===== config.mk =====
export PLATFORM = sky130hd
export DESIGN_NAME = uart_tx_serializer
export DESIGN_NICKNAME = d
export VERILOG_FILES = /design/src/rtl/uart_tx_serializer.sv
export SDC_FILE = /design/constraint.sdc
export NUM_CORES = 1
export LEC_CHECK = 0
export CAP_MARGIN = 5
export CORE_MARGIN = 4
export CORE_UTILIZATION = 41
export CTS_BUF_LIST = sky130_fd_sc_hd__clkbuf_4 sky130_fd_sc_hd__clkbuf_8 sky130_fd_sc_hd__clkbuf_16
export CTS_CLUSTER_SIZE = 8
export DETAILED_ROUTE_END_ITERATION = 16
export GPL_TIMING_DRIVEN = 0
export SYNTH_ARGS = -nofsm -noshare
export SYNTH_HDL_FRONTEND = slang
export SYNTH_SLANG_ARGS = --single-unit

===== constraint.sdc =====
create_clock -name CLK -period 2.95 [get_ports CLK]
set_input_delay 0.885 -clock CLK [delete_from_list [all_inputs] [get_ports CLK]]
set_output_delay 0.885 -clock CLK [all_outputs]
set_load 0.01 [all_outputs]

===== src/rtl/uart_tx_serializer.sv =====
// uart_tx_serializer
// Transmit back end of the APB UART. Bytes written to THR are queued in a small
// FIFO, or in a single holding slot when the FIFO is disabled. Each byte is
// serialised onto SOUT with 16550 framing: start bit, 5..8 data bits LSB first,
// optional parity, and 1 / 1.5 / 2 stop bits. The baud rate comes from the
// divisor: one bit time is 16*divisor CLK cycles.
//
// Ports
//   CLK, RSTN          clock, asynchronous active-low reset
//   wr_valid_i/data_i  THR write strobe and byte
//   wr_ready_o         space available; writes while low are dropped
//   fifo_en_i          FCR[0]; when 0 the effective depth is 1
//   fifo_clr_i         FCR[2] pulse, flushes queued bytes
//   divisor_i          {DLM,DLL}; 0 stops the bit clock
//   lcr_i              [1:0] wlen, [2] stop, [3] PEN, [4] EPS, [5] stick, [6] break
//   sout_o             serial line, idle high
//   thre_o, temt_o     LSR status bits
//   level_o            number of queued bytes
module uart_tx_serializer #(
  parameter int FIFO_DEPTH = 16,
  parameter int DIV_W      = 16
) (
  input  logic                        CLK,
  input  logic                        RSTN,
  input  logic                        wr_valid_i,
  input  logic [7:0]                  wr_data_i,
  output logic                        wr_ready_o,
  input  logic                        fifo_en_i,
  input  logic                        fifo_clr_i,
  input  logic [DIV_W-1:0]            divisor_i,
  input  logic [6:0]                  lcr_i,
  output logic                        sout_o,
  output logic                        thre_o,
  output logic                        temt_o,
  output logic [$clog2(FIFO_DEPTH):0] level_o
);

  localparam int AW = $clog2(FIFO_DEPTH);
  localparam logic [AW:0] DEPTH_L = (AW+1)'(FIFO_DEPTH);
  localparam logic [AW:0] ONE_L   = (AW+1)'(1);

  typedef enum logic [2:0] {IDLE, START, DATA, PARITY, STOP} state_t;

  state_t          state, state_next;
  logic [7:0]      mem [FIFO_DEPTH];
  logic [AW-1:0]   wr_ptr, rd_ptr;
  logic [AW:0]     level, level_next, limit;
  logic            fifo_en_q, flush, push, pop, thre_q;
  logic [7:0]      head, head_masked;
  logic            head_par;
  logic [DIV_W-1:0] pre_cnt;
  logic            tick16, bit_end;
  logic [4:0]      tick_cnt, tick_next, bit_last;
  logic [2:0]      bit_idx, bit_next, last_data;
  logic [7:0]      shift_q;
  logic            par_q, line_bit;
  logic [5:0]      frame_lcr;

  // The ready limit looks only at the registered level, so a pop in the same
  // cycle does not open up an extra slot. Toggling fifo_en_i flushes the queue.
  assign limit      = fifo_en_i ? DEPTH_L : ONE_L;
  assign wr_ready_o = (level < limit);
  assign flush      = fifo_clr_i | (fifo_en_i ^ fifo_en_q);
  assign push       = wr_valid_i & wr_ready_o & ~flush;
  assign pop        = (state == IDLE) & (level != '0) & ~flush;

  // Parity is worked out from the head byte when it is loaded. Bits above
  // the word length are masked off so that they do not contribute.
  assign head        = mem[rd_ptr];
  assign head_masked = head & (8'hFF >> (2'd3 - lcr_i[1:0]));
  assign head_par    = lcr_i[5] ? ~lcr_i[4]
                                : (lcr_i[4] ? ^head_masked : ~(^head_masked));

  always_ff @(posedge CLK) begin
    if (push) mem[wr_ptr] <= wr_data_i;
  end

  always_comb begin
    level_next = level;
    if (flush)             level_next = '0;
    else if (push && !pop) level_next = level + ONE_L;
    else if (pop && !push) level_next = level - ONE_L;
  end

  always_ff @(posedge CLK or negedge RSTN) begin
    if (!RSTN) begin
      wr_ptr    <= '0;
      rd_ptr    <= '0;
      level     <= '0;
      thre_q    <= 1'b1;
      fifo_en_q <= 1'b0;
    end else begin
      fifo_en_q <= fifo_en_i;
      level     <= level_next;
      thre_q    <= (level_next == '0);
      if (flush) begin
        wr_ptr <= '0;
        rd_ptr <= '0;
      end else begin
        if (push) wr_ptr <= wr_ptr + 1'b1;
        if (pop)  rd_ptr <= rd_ptr + 1'b1;
      end
    end
  end

  // The prescaler restarts when a frame is loaded, so the start bit is a full
  // 16 ticks long. The >= compare copes with the divisor shrinking mid-count.
  assign tick16 = (divisor_i != '0) && (pre_cnt >= divisor_i - DIV_W'(1));

  always_ff @(posedge CLK or negedge RSTN) begin
    if (!RSTN)                  pre_cnt <= '0;
    else if (pop || tick16)     pre_cnt <= '0;
    else if (divisor_i != '0)   pre_cnt <= pre_cnt + DIV_W'(1);
  end

  // The stop bit lasts 16, 24 (1.5 stop bits with a 5-bit word) or 32 ticks.
  // Every other bit lasts 16 ticks.
  always_comb begin
    bit_last = 5'd15;
    if (state == STOP && frame_lcr[2])
      bit_last = (frame_lcr[1:0] == 2'd0) ? 5'd23 : 5'd31;
  end

  assign bit_end   = tick16 && (tick_cnt == bit_last);
  assign last_data = {1'b0, frame_lcr[1:0]} + 3'd4;

  always_comb begin
    state_next = state;
    tick_next  = tick_cnt;
    bit_next   = bit_idx;
    if (state == IDLE) begin
      if (pop) begin
        state_next = START;
        tick_next  = '0;
        bit_next   = '0;
      end
    end else if (tick16) begin
      if (!bit_end) begin
        tick_next = tick_cnt + 5'd1;
      end else begin
        tick_next = '0;
        case (state)
          START:   state_next = DATA;
          DATA: begin
            if (bit_idx == last_data) state_next = frame_lcr[3] ? PARITY : STOP;
            else                      bit_next   = bit_idx + 3'd1;
          end
          PARITY:  state_next = STOP;
          default: state_next = IDLE;
        endcase
      end
    end
  end

  // The frame settings are latched on load. An LCR write during a frame
  // therefore takes effect from the next frame.
  always_ff @(posedge CLK or negedge RSTN) begin
    if (!RSTN) begin
      state     <= IDLE;
      tick_cnt  <= '0;
      bit_idx   <= '0;
      shift_q   <= '0;
      par_q     <= 1'b0;
      frame_lcr <= '0;
    end else begin
      state    <= state_next;
      tick_cnt <= tick_next;
      bit_idx  <= bit_next;
      if (pop) begin
        shift_q   <= head;
        par_q     <= head_par;
        frame_lcr <= lcr_i[5:0];
      end else if (state == DATA && bit_end) begin
        shift_q <= {1'b0, shift_q[7:1]};
      end
    end
  end

  // Break is not latched. It pulls the line low at once, and the frame
  // timing keeps running underneath it.
  always_comb begin
    line_bit = 1'b1;
    case (state)
      START:   line_bit = 1'b0;
      DATA:    line_bit = shift_q[0];
      PARITY:  line_bit = par_q;
      default: line_bit = 1'b1;
    endcase
  end

  assign sout_o  = line_bit & ~lcr_i[6];
  assign thre_o  = thre_q;
  assign temt_o  = thre_q && (state == IDLE);
  assign level_o = level;

endmodule


==> Word-level counts from Yosys, hierarchy flattened <==
Memories as Yosys holds them, arrays and structs flattened.
Cells that the tools add are included.
{ "word_totals": {"input_bits": 36, "output_inout_bits": 9, "n_memories": 1, "regBits": 55, "elab_cells": 109, "ramBits": 128} }
{ "classes": {"eq_ne": 9, "add_sub_neg": 10, "shifts": 1, "n_mux": 36, "reduce_logical": 26, "bitwise_logic": 12, "magnitude_cmp": 2} }
{ "mem_list": {"columns": ["name", "depth", "word_bits", "read_ports", "rd_clocked_by_memory_dff", "write_ports", "line", "rtl"], "rows": [
  ["mem", 16, 8, 1, 0, 1, "45", "logic [7:0] mem [FIFO_DEPTH];"]
]} }
{ "op_table": {"columns": ["operator", "n"], "rows": [
  ["$mux 5", 9],
  ["$mux 3", 12],
  ["$mux 16", 2],
  ["$mux 4", 5],
  ["$add 16x1->16 const B", 1],
  ["$ge 16x16->1", 1],
  ["$mux 8", 2],
  ["$reduce_bool 16->1", 1],
  ["$sub 16x1->16 const B", 1],
  ["$reduce_bool 2->1", 7],
  ["$add 5x1->5 const B", 2],
  ["$pmux 3 s3", 1],
  ["$add 4x1->4 const B", 2],
  ["$and 8x8->8", 1],
  ["$reduce_xor 8->1", 1],
  ["$shr 8x2->8 const A", 1],
  ["$logic_and 1x1->1", 7],
  ["$eq 3x2->1 const B", 2],
  ["$and 1x1->1", 5],
  ["$eq 5x5->1", 1],
  ["$logic_not 5->1", 1],
  ["$lt 5x5->1", 1],
  ["$reduce_and 5->1", 1],
  ["$reduce_bool 5->1", 1],
  ["21 further kinds", 28]
]} }

==> Logic depth before layout (Yosys ltp) <==
{ "depth": {"ltp_word": 10, "ltp_mapped": 15, "depth_no_buf": 14} }

==> Worst setup path before layout <==
No wires, ideal clock.
{ "synth_timing": {"path_type": "input -> register", "startpoint": "input port divisor_i[2]", "endpoint": "register shift_q[0]", "path_stages": 15, "path_buffers": 1, "setup_time_ps": 125, "setup_slack_ps": -1108, "required_ps": 2825, "t_arrival_ps": 3933, "cell_sequence": "nor4_1 > nor2b_1 > nand2_1 > or2_2 > nor4_1 > xnor2_1 > ha_1 > a21o_1 > a21o_1 > a21oi_1 > o21ai_0 > nand3_1 > o21a_1 > clkbuf_1 > mux2_2"} }
{ "synth_between": {"elab_chain_cells": 6, "word_cells_on_any_way": 7, "cone_classes": "1 x add/sub; 1 x order compare; 5 x reduce/logical"} }
{ "synth_rtl": {"columns": ["element", "line", "rtl"], "rows": [
  ["start: declaration", "30", "input logic [DIV_W-1:0] divisor_i,"],
  ["$sub 16x1->16", "108", "assign tick16 = (divisor_i != '0) && (pre_cnt >= divisor_i - DIV_W'(1));"],
  ["$ge 16x16->1", "108", null],
  ["$logic_and 1x1->1 *", "108", null],
  ["$logic_and 1x1->1 *", "124", "assign bit_end = tick16 && (tick_cnt == bit_last);"],
  ["$logic_and 1x1->1 *", "173", "end else if (state == DATA && bit_end) begin"],
  ["$reduce_bool 2->1 (no line) *", null, null],
  ["end signal: assignment", "174", "shift_q <= {1'b0, shift_q[7:1]};"],
  ["end: declaration", "55", "logic [7:0] shift_q;"]
]} }
Mark *: on every way between the ends. The rest lies on a longest branch, timed or not.
A chain may end at the register's enable or synchronous reset.

==> Final worst setup path <==
{ "layout_timing": {"startpoint": "input port divisor_i[7]", "endpoint": "register shift_q[1]"} }
Same word-level chain as after synthesis.

==> reports/qor.yml <==
core.rowCount: 52
crit_type: "in2reg"
tightestPinTransition_ns: 0.778
numCtsBuffers: 17
crit_path_start: "divisor_i[7]"
syn_to_final_growth_pct: 25.5
rsz0062_at_grt: "true"
route.detailed.drc: 0
grt_pass1_wl_mm: 29.8
ys_top_cells_by_area: "edfxtp_1, dfrtp_1, mux4_2, ha_1, nand2_1"
yosys_most_used_dff: "edfxtp_1"
dieHeight_um: 153
grt_usage_pct: 16.1
status: "finished with violations"
power_mw: 5.84
violations: "setup timing"
drv_slew: 0
first_global_vias: 5499
finalClockSkew_ns: 0.0118
htreeDepth: 4
coreArea_mm2: 0.0204
routedWlPerCell_um: 18.7
num_vias: 5337
avgSynthCellArea_um2: 13.8
synth-seq-cells: 183
syn-instance-count: 624
final_cells: 990
reg2reg_from: "rd_ptr[0]$_DFFE_PN0P_"
yosysWarnings: 0
root_buffer: "clkbuf_16"
syn_area_mm2: 0.00862
slew_headroom_pct: 48.1
placed_cells: 939
filler_cell_count: 1706
finish.utilization_pct: 52.9
wirelength_mm: 18.5
drt_iter0_drc: 295
crit_fanout: 8
place_ws_ns: -1.57
hold_viol_final: 0
synth_edf_count: 128
critPathArrivalTime_ns: 3.68
vdd_drop_max_mv: 0.423
globalplace.congestion: 0.806
ios: 45
synth_common_cells: "edfxtp_1, nand2_1, dfrtp_1"
cts_hold_buf: 0
fin_area_mm2: 0.0108
synthDominantCellAreaShare_pct: 44.6
setup_viol: 35
diodes: 0
yosysUniqueCellTypes: 54
finalSetupTns_ns: -11.63
nets: 772
die_w_um: 153
whs_ns: 0.454
dieArea_mm2: 0.0234
max_freq_mhz: 296
end_kind: "flop"
grt_overflow_total: 0
antenna_found_initial: 0
initial_core_util_pct: 42.2
syn_nets: 689
setup_ws_ns: -0.426
fin_crit_ns: 3.38
drt-vias-per-instance: 5.39
cts_buffer_depth: 2
clock_sinks: 183
startpoint_type: "input port"
leakage_nw: 3.96
yosysMostFrequentCell: "edfxtp_1"
dr.pass1.iters: 4
yosysTopAreaCell: "edfxtp_1"
max_cap_violations: 0
ys_seq_area_share_pct: 60.6
cp_data_required_time_ns: 3.26
placed_cell_area_mm2: 0.00952
pwr_density_cell_mw_per_mm2: 540
clk_pin_slew_ns: 0.07
drive_gt1_share_pct: 27.6
dpl.hpwl_mm: 12.2
async_reset_ff_share_pct: 30.1
cts_tree: "yes"
rrSetupSlack_ns: 0.01
io_buffers: 44
clkLatencyLatePin_ns: 0.43
grt_start_max_net_pins: 34
fin_crit_sh_pct: 114
hp-class: "in2async"
drtAntennaViolNets: 0
## worst max-delay path: stages
cell,delay (ns)
clkdlybuf4s15_1,0.23
or3_4,0.41
or2_4,0.28
nor4_4,0.14
xnor2_1,0.15
ha_1,0.27
a21o_1,0.16
a21o_1,0.16
a21oi_2,0.17
o21ai_4,0.12
nand3_4,0.10
o21a_1,0.16
buf_8,0.15
mux2_4,0.30
## state kept, by name, indices dropped and copies added, names as in the netlist
register	flops
state	3
thre_o	1
wr_ptr	4
par_q	1
shift_q	8
mem	128
frame_lcr	4
tick_cnt	5
bit_idx	3
pre_cnt	16
rd_ptr	4
fifo_en_q	1
level_o	5
## report_power, final
part           switching, mW  internal [mW]
clock                   1.08           1.13
combinational          0.340          0.330
sequential             0.126           2.84
total                   1.54           4.30
## area by class of cell
cell class / instances / area [um^2] / share of cell area [%]
plain buffers: 22 / 221 / 2.05
clock buffers: 17 / 425 / 3.93
clock inverters: 15 / 154 / 1.42
inverters: 14 / 52.6 / 0.486
multi-input cells: 403 / 3720 / 34.4
flip-flops and latches: 183 / 5230 / 48.3
well taps: 270 / 338 / 3.12
repair buffers: 66 / 674 / 6.24
## worst paths after layout
| check | end | depth (start not counted) |
|---|---|---|
| setup / recovery | shift_q[1]$_DFFE_PN0P_ | 14 |
| hold / removal | pre_cnt[8]$_DFFE_PN0P_ | 1 |
| setup reg to reg | par_q$_DFFE_PN0P_ | 11 |
| hold reg to reg | frame_lcr[2]$_DFFE_PN0P_ | 2 |
| max in group asynchronous | state[1]$_DFFE_PN0P_ | 2 |
| min in group CLK | frame_lcr[2]$_DFFE_PN0P_ | 2 |
## kinds of logic (layout without fill, tap and decap cells)
kind of cell               Yosys count  after routing  synth area share (%)
and+or+nand+nor                    210            210                  11.8
DFF                                183            183                  60.6
AOI/OAI and AO/OA                   73             73                  5.65
muxes                               48             48                  11.1
xor gates and xnor gates            43             43                  4.46
buffers and inverters               38            134                  2.22
adders and majority gates           29             29                  4.21
## what timing repair did
action	CTS	global route
setup endpoints to repair	171	101
gates cloned	1	1
gates resized for setup	125	41
pin swaps	29	16
buffers inserted	18	1
## metal layers
layer  share of wire (%)  GRT usage [%]
met3                 4.0           4.04
met5                   0              0
met1                  44           21.4
met2                  51           27.2
met4                 1.1           3.18
## placed cells by master (no fill, tap or decap), types with 13 or more instances in the layout
| cell | synthesis | routed |
|---|---|---|
| nor2_1 | 49 | 36 |
| xor2_1 | 17 | 17 |
| edfxtp_1 | 128 | 128 |
| buf_4 | 3 | 18 |
| dfrtp_1 | 54 | 51 |
| clkbuf_16 | 0 | 18 |
| inv_1 | 14 | 13 |
| mux4_2 | 27 | 27 |
| xnor2_1 | 25 | 25 |
| ha_1 | 29 | 28 |
| clkdlybuf4s50_1 | 0 | 28 |
| nand2_1 | 68 | 63 |
| nand3_1 | 18 | 16 |
Power figures use the tool's default switching activity.
